`src/rtl/uart_rx_fifo.sv`:
```
// UART receiver with runtime baud divisor, 3-sample majority vote, optional parity,
// and a show-ahead receive FIFO with sticky overrun reporting.
module uart_rx_fifo #(
  parameter int unsigned DATA_BITS  = 8,
  parameter int unsigned PARITY     = 0,
  parameter int unsigned FIFO_DEPTH = 4,
  parameter int unsigned DIV_WIDTH  = 16
) (
  input  logic                            clk,
  input  logic                            rst,
  input  logic [DIV_WIDTH-1:0]            div,
  input  logic                            rx,
  input  logic                            rd,
  input  logic                            clr,
  output logic [DATA_BITS-1:0]            data,
  output logic                            frame_err,
  output logic                            parity_err,
  output logic                            valid,
  output logic [$clog2(FIFO_DEPTH):0]     level,
  output logic                            overrun,
  output logic                            irq
);

  localparam int unsigned AW = $clog2(FIFO_DEPTH);
  localparam int unsigned LW = AW + 1;
  localparam int unsigned BW = $clog2(DATA_BITS + 1);
  localparam int unsigned EW = DATA_BITS + 2;
  localparam logic [DIV_WIDTH-1:0] One    = DIV_WIDTH'(1);
  localparam logic [DIV_WIDTH-1:0] DivMin = DIV_WIDTH'(4);

  typedef enum logic [2:0] {StIdle, StStart, StData, StParity, StStop} state_e;

  state_e                 state_q, state_d;
  logic                   rx_meta_q, rs_q;
  logic [DIV_WIDTH-1:0]   cnt_q, cnt_d, dlen_q, dlen_d;
  logic [BW-1:0]          bit_q, bit_d;
  logic [DATA_BITS-1:0]   shreg_q, shreg_d;
  logic                   s0_q, s0_d, s1_q, s1_d;
  logic                   perr_q, perr_d;
  logic                   push, vote;
  logic                   samp0, samp1, samp2, last;
  logic [DIV_WIDTH-1:0]   half;
  logic [EW-1:0]          push_entry;

  logic [EW-1:0]          mem_q [FIFO_DEPTH];
  logic [AW-1:0]          wr_ptr_q, wr_ptr_d, rd_ptr_q, rd_ptr_d;
  logic [LW-1:0]          level_q, level_d;
  logic                   overrun_q, overrun_d;
  logic                   pop, full, push_en;
  logic [EW-1:0]          head;

  assign half  = dlen_q >> 1;
  assign samp0 = (cnt_q == half - One);
  assign samp1 = (cnt_q == half);
  assign samp2 = (cnt_q == half + One);
  assign last  = (cnt_q == dlen_q - One);
  // Third sample is the live line value; the first two were captured earlier.
  assign vote  = (s0_q & s1_q) | (s0_q & rs_q) | (s1_q & rs_q);

  always_comb begin
    state_d    = state_q;
    cnt_d      = last ? '0 : cnt_q + One;
    dlen_d     = dlen_q;
    bit_d      = bit_q;
    shreg_d    = shreg_q;
    perr_d     = perr_q;
    s0_d       = samp0 ? rs_q : s0_q;
    s1_d       = samp1 ? rs_q : s1_q;
    push       = 1'b0;
    push_entry = {perr_q, ~vote, shreg_q};
    unique case (state_q)
      StIdle: begin
        cnt_d  = '0;
        bit_d  = '0;
        perr_d = 1'b0;
        if (!rs_q) begin
          state_d = StStart;
          dlen_d  = (div < DivMin) ? DivMin : div;
        end
      end
      StStart: begin
        if (samp2 && vote) begin
          state_d = StIdle;
          cnt_d   = '0;
        end else if (last) begin
          state_d = StData;
          bit_d   = '0;
        end
      end
      StData: begin
        if (samp2) shreg_d = {vote, shreg_q[DATA_BITS-1:1]};
        if (last) begin
          if (bit_q == BW'(DATA_BITS - 1)) begin
            state_d = (PARITY != 0) ? StParity : StStop;
            bit_d   = '0;
          end else begin
            bit_d = bit_q + BW'(1);
          end
        end
      end
      StParity: begin
        if (samp2) perr_d = ((^shreg_q) ^ vote) != (PARITY == 1);
        if (last) state_d = StStop;
      end
      StStop: begin
        // Push on the last vote sample and resync without waiting out the stop bit.
        if (samp2) begin
          push    = 1'b1;
          state_d = StIdle;
          cnt_d   = '0;
        end
      end
      default: state_d = StIdle;
    endcase
  end

  assign pop     = rd && valid;
  assign full    = (level_q == LW'(FIFO_DEPTH));
  assign push_en = push && (!full || pop);

  always_comb begin
    wr_ptr_d  = push_en ? wr_ptr_q + AW'(1) : wr_ptr_q;
    rd_ptr_d  = pop ? rd_ptr_q + AW'(1) : rd_ptr_q;
    level_d   = level_q;
    if (push_en && !pop) level_d = level_q + LW'(1);
    if (!push_en && pop) level_d = level_q - LW'(1);
    overrun_d = overrun_q;
    if (push && full && !pop) overrun_d = 1'b1;
    else if (clr)             overrun_d = 1'b0;
  end

  always_ff @(posedge clk) begin
    if (rst) begin
      rx_meta_q <= 1'b1;
      rs_q      <= 1'b1;
      state_q   <= StIdle;
      cnt_q     <= '0;
      dlen_q    <= DivMin;
      bit_q     <= '0;
      shreg_q   <= '0;
      s0_q      <= 1'b1;
      s1_q      <= 1'b1;
      perr_q    <= 1'b0;
      wr_ptr_q  <= '0;
      rd_ptr_q  <= '0;
      level_q   <= '0;
      overrun_q <= 1'b0;
    end else begin
      rx_meta_q <= rx;
      rs_q      <= rx_meta_q;
      state_q   <= state_d;
      cnt_q     <= cnt_d;
      dlen_q    <= dlen_d;
      bit_q     <= bit_d;
      shreg_q   <= shreg_d;
      s0_q      <= s0_d;
      s1_q      <= s1_d;
      perr_q    <= perr_d;
      wr_ptr_q  <= wr_ptr_d;
      rd_ptr_q  <= rd_ptr_d;
      level_q   <= level_d;
      overrun_q <= overrun_d;
    end
  end

  // Storage needs no reset: the head is gated by valid.
  always_ff @(posedge clk) begin
    if (!rst && push_en) mem_q[wr_ptr_q] <= push_entry;
  end

  assign head       = mem_q[rd_ptr_q];
  assign valid      = (level_q != '0);
  assign irq        = valid;
  assign level      = level_q;
  assign overrun    = overrun_q;
  assign data       = valid ? head[DATA_BITS-1:0] : '0;
  assign frame_err  = valid & head[DATA_BITS];
  assign parity_err = valid & head[DATA_BITS+1];

endmodule

```
`config.mk`:
```
export PLATFORM = sky130hd
export DESIGN_NAME = uart_rx_fifo
export DESIGN_NICKNAME = d
export VERILOG_FILES = /design/src/rtl/uart_rx_fifo.sv
export SDC_FILE = /design/constraint.sdc
export NUM_CORES = 1
export LEC_CHECK = 0
export CAP_MARGIN = 40
export CORE_MARGIN = 1
export CORE_UTILIZATION = 55
export CTS_CLUSTER_SIZE = 25
export DETAILED_ROUTE_END_ITERATION = 10
export PLACE_DENSITY = 0.75
export SETUP_SLACK_MARGIN = 0.3
export SYNTH_ARGS = -nofsm -noshare
export SYNTH_HDL_FRONTEND = slang
export SYNTH_SLANG_ARGS = --single-unit
```
`constraint.sdc`:
```
create_clock -name clk -period 6.6 [get_ports clk]
set_input_delay 1.32 -clock clk [delete_from_list [all_inputs] [get_ports clk]]
set_output_delay 1.32 -clock clk [all_outputs]
set_load 0.02 [all_outputs]
```
# Word level (Yosys, flattened, before mapping)
# Memories as Yosys holds them, arrays and structs flattened. A register that Yosys moved wholly into a read port is not among the register bits.
# Index checks and enable logic that the tools add are counted.
word_totals:
  ff_bits: 60
  mem_bits_rw: 40
  input_bits: 21
  mem_count: 1
mem_list:
  columns: ["name", "depth", "width", "rd", "rd_ports_with_merged_regs", "wr", "line_no", "source"]
  rows:
  - ["mem_q", 4, 10, 1, 1, 1, "45", "logic [EW-1:0] mem_q [FIFO_DEPTH];"]
classes:
  addsub: 9
  n_lt_le_gt_ge: 1
  n_eq_ne: 19
  muxes: 31
  bitwise_logic: 10
  reduce_logical: 25
op_table:
  columns: ["op", "count"]
  rows:
  - ["$mux 16", 4]
  - ["$eq 16x16->1", 3]
  - ["$pmux 16 s3", 1]
  - ["$mux 3", 9]
  - ["$add 15x1->16 const B", 1]
  - ["$add 16x1->16 const B", 1]
  - ["$eq 16x15->1", 1]
  - ["$lt 16x3->1 const B", 1]
  - ["$mux 4", 4]
  - ["$ne 2x2->1 const B", 8]
  - ["$sub 15x1->16 const B", 1]
  - ["$sub 16x1->16 const B", 1]
  - ["$pmux 3 s5", 1]
  - ["$pmux 4 s3", 1]
  - ["$logic_and 1x1->1", 8]
  - ["$mux 8", 1]
  - ["$reduce_xor 8->1", 1]
  - ["$mux 1", 7]
  - ["$eq 3x2->1 const B", 2]
  - ["$eq 3x3->1 const B", 2]
  - ["$reduce_and 2->1", 3]
  - ["$reduce_and 6->1", 1]
  - ["$reduce_bool 2->1", 3]
  - ["$reduce_bool 3->1", 2]
  - ["other kinds (17)", 28]

# Logic depth before layout (Yosys ltp)
logic_depth:
  depth_word: 8
  depth_mapped: 14

# Least setup slack after synthesis
# Ideal clock, no wire load.
synth_path:
  path_type: "register -> register"
  start: "reg dlen_q[2]"
  end: "reg cnt_q[10]"
  setup_ps: 117
  arrival_ps: 3305
  setup_slack_ps: 3178
  path_stages_with_launch: 15
  path_buffers: 4
  synth_period_minus_slack_ps: 3422
  cell_sequence: "dfxtp_1 buf_2 inv_1 ha_1 buf_4 or4b_1 buf_2 xnor2_1 or3_1 a221o_1 a2111oi_1 a211oi_1 o31ai_2 buf_2 nor2_1"
synth_between:
  elab_chain_cells: 5
synth_lines:
  columns: ["element", "line_no", "source"]
  rows:
  - ["start: declaration", "35", "logic [DIV_WIDTH-1:0] cnt_q, cnt_d, dlen_q, dlen_d;"]
  - ["start signal: assignment", "138", "dlen_q <= DivMin;"]
  - ["start signal: assignment", "153", "dlen_q <= dlen_d;"]
  - ["$sub 16x1->16 or $add 15x1->16 (tied branches)", "56, 55", null]
  - ["$eq 16x16->1 (on tied branches)", "56, 55", null]
  - ["$mux 16 or $logic_and 1x1->1 (tied branches)", "62, 82", null]
  - ["$mux 16 (on tied branches)", "107, 82", null]
  - ["$pmux 16 s3 *", "71", "unique case (state_q)"]
  - ["end signal: assignment", "152", "cnt_q <= cnt_d;"]
  - ["end: declaration", "35", null]
# Mark *: on every way between the ends. The rest lies on a longest branch, timed or not.
# A chain may end at the register's enable or synchronous reset.

# Worst setup path in the final report
layout_path:
  start: "reg dlen_q[2]"
  end: "reg cnt_q[14]"
# The elaborated chain is that of the path after synthesis.

==> results.py <==
metrics = {
    "clock_network": {
        "cts_hold_buf": 0,
        "cts_tree": "built",
        "cts_setup_buffers": 0,
        "clk_pin_slew_ns": 0.11,
        "root_buffer": "clkbuf_8",
        "clk_latency_ns": 0.38,
        "cts.htree.levels": 3,
        "numCtsBuffers": 9,
        "cts_resized": 0,
        "clock_sinks": 102,
        "clk_path_buf_depth": 2,
    },
    "timing": {
        "finalCritPeriodShare": 0.614,
        "tns_ns": 0,
        "hold_viol_final": 0,
        "finalSetupViolations": 0,
        "fin_skew_ns": 0.0154,
        "rsz0062_at_grt": "false",
        "worst_pin_slew_ns": 0.866,
        "slew_headroom": 0.414,
        "period_minus_slack_ns": 4.05,
        "fmax_mhz": 247,
        "slew_violations": 0,
    },
    "synth": {
        "synth_edf_count": 40,
        "synth_fp_nets": 697,
        "avgSynthCellArea_um2": 9.20,
        "yosysTopAreaCell": "dfxtp_1",
        "ys_types": 77,
        "synth_top_area_frac": 0.203,
        "ys_seq_area_frac": 0.399,
        "synth_warnings": 0,
        "ys_seq_elements": 102,
        "synth-main-ff-cell": "dfxtp_1",
        "synth_area_mm2": 0.00613,
        "async_flop_share": 0,
        "netlist_top_cells_area": "dfxtp_1 (20%), edfxtp_1 (20%), xnor2_1 (6.3%)",
        "synthCells": 666,
    },
    "route": {
        "drc": 0,
        "ant_nets": 0,
        "wl_per_cell_um": 18.2,
        "drt_first_iter_violations": 395,
        "first_pass_iters": 5,
        "viasPerCell": 6.10,
        "routed_wl_mm": 14.7,
        "routed-via-count": 4937,
    },
    "critical_path": {
        "required_ns": 6.87,
        "path_max_fanout": 14,
        "cp-end-kind": "flop",
        "path_class": "flop to flop",
        "start_kind": "flop",
        "crit_arrival_ns": 4.32,
    },
    "floorplanning": {
        "rows": 38,
        "die_y_um": 108,
        "initial_core_util": 0.565,
        "core-area_mm2": 0.0108,
        "dieWidth_um": 108,
        "pin_count": 37,
        "die-area_mm2": 0.0116,
    },
    "finish": {
        "syn_to_final_growth_pct": 8.74,
        "utilization": 0.615,
        "fill_cells": 959,
        "antennaDiodeCount": 0,
        "nets": 695,
        "fin_cells": 809,
        "final_cell_mix": "nor2_1 (63), dfxtp_1 (62), nand2_1 (53)",
        "drive_above_1_share": 0.0703,
        "final_common_cell": "nor2_1",
    },
    "power": {
        "powerDensity_mw_per_mm2": 175,
        "fin_total_pwr_mw": 1.17,
        "irDropWorstVdd_mv": 0.108,
        "p_leak_nw": 2.22,
    },
    "placed_design": {
        "gp_congestion": 1.00,
        "port_buffers": 36,
        "dp_hpwl_mm": 11.0,
        "dp.cells": 793,
    },
    "grt": {
        "grtUsageMet1": 0.340,
        "grt_pass1_wl_mm": 24.0,
        "grt_max_degree": 48,
        "overflow": 0,
        "use_met3": 0.0496,
        "grt.busiest_layer": "met2",
        "antenna_found_initial": 0,
        "grt_pass1_vias": 4785,
        "grtUsageMet2": 0.458,
        "grtUsageTotal": 0.270,
    },
    "job": {
        "maxCapViolCount": 0,
    },
    "worst_hold_path": {
        "hp-class": "flop to flop",
    },
    "outcome": {
        "outcome": "complete, no violations",
    },
}
## Yosys cell counts, drive strengths merged, types with 6 or more instances
| master | n |
|---|---|
| buf | 16 |
| or4 | 10 |
| xnor2 | 45 |
| a21oi | 29 |
| nand4 | 12 |
| mux2i | 14 |
| o21ai | 21 |
| dfxtp | 62 |
| nor4 | 18 |
| a211oi | 9 |
| or3 | 7 |
| and3 | 12 |
| nor2 | 63 |
| nor3 | 18 |
| edfxtp | 40 |
| and2 | 16 |
| nand2 | 54 |
| mux4 | 10 |
| inv | 22 |
| clkbuf | 36 |
| xor2 | 23 |
| ha | 9 |
| nand3 | 31 |
| nand2b | 6 |
## per-stage QoR
step	area (µm²)	setup WS [ns]	hold slack (ns)
6_report	6660	2.55	0.442
5_1_grt	6660	2.27	0.447
4_1_cts	6660	2.61	0.444
3_5_place_dp	6470	2.63	0.416
3_3_place_gp	6460	2.68	0.416
2_1_floorplan	6130	3.18	0.389
## final timing paths
| check | from | endpoint | slack [ns] | depth (start not counted) |
|---|---|---|---|---|
| worst max-delay path | dlen_q[2] | cnt_q[14] | 2.55 | 11 |
| worst min-delay path | rx_meta_q | rs_q | 0.44 | 1 |
| worst max register to register | dlen_q[2] | cnt_q[14] | 2.55 | 11 |
| worst min register to register | rx_meta_q | rs_q | 0.44 | 1 |
## state kept, by name (all words and copies together) (netlist names), 2 cells and up, named ones only
signal / count
mem_q: 40
cnt_q: 16
dlen_q: 16
shreg_q: 8
bit_q: 4
level: 3
state_q: 3
rd_ptr_q: 2
wr_ptr_q: 2
## routing by layer
metal / wire (µm) / part of all wire
met1: 6380 / 0.43
met5: 0 / 0
met4: 355 / 0.024
met2: 7200 / 0.49
met3: 809 / 0.055
## power by group
group | switching, mW | internal, mW
Sequential | 0.0152 | 0.653
Clock | 0.246 | 0.149
Combinational | 0.0572 | 0.0450
Total | 0.318 | 0.848
## final cells by class
class	instances	area, µm²	share of cell area
multi-input combinational	490	3390	0.508
sequential	102	2440	0.367
timing repair buffer	39	383	0.0575
tap	140	175	0.0263
clock buffer	9	124	0.0186
inverter	22	82.6	0.0124
clock inverter	7	71.3	0.0107
## worst max-delay path: stages (launching register included)
cell and delay (ns):
dfxtp_1 0.48, inv_1 0.12, ha_1 0.35, or4b_1 0.62, xnor2_1 0.19, or3_1 0.36, a221o_1 0.41, a2111oi_1 0.79
a211oi_1 0.14, o31ai_2 0.15, buf_4 0.27, nor2_1 0.07
## kinds of logic (layout without fill, tap and decap cells)
family / count (synthesis) / in the layout / synth area share
DFF: 102 / 102 / 0.399
and+or+nand+nor: 273 / 273 / 0.238
xor gates and xnor gates: 69 / 69 / 0.102
adders and majority gates: 11 / 11 / 0.0233
buffers and inverters: 74 / 77 / 0.0490
AOI/OAI and AO/OA: 112 / 112 / 0.127
muxes: 25 / 25 / 0.0615
Power figures use the tool's default switching activity.
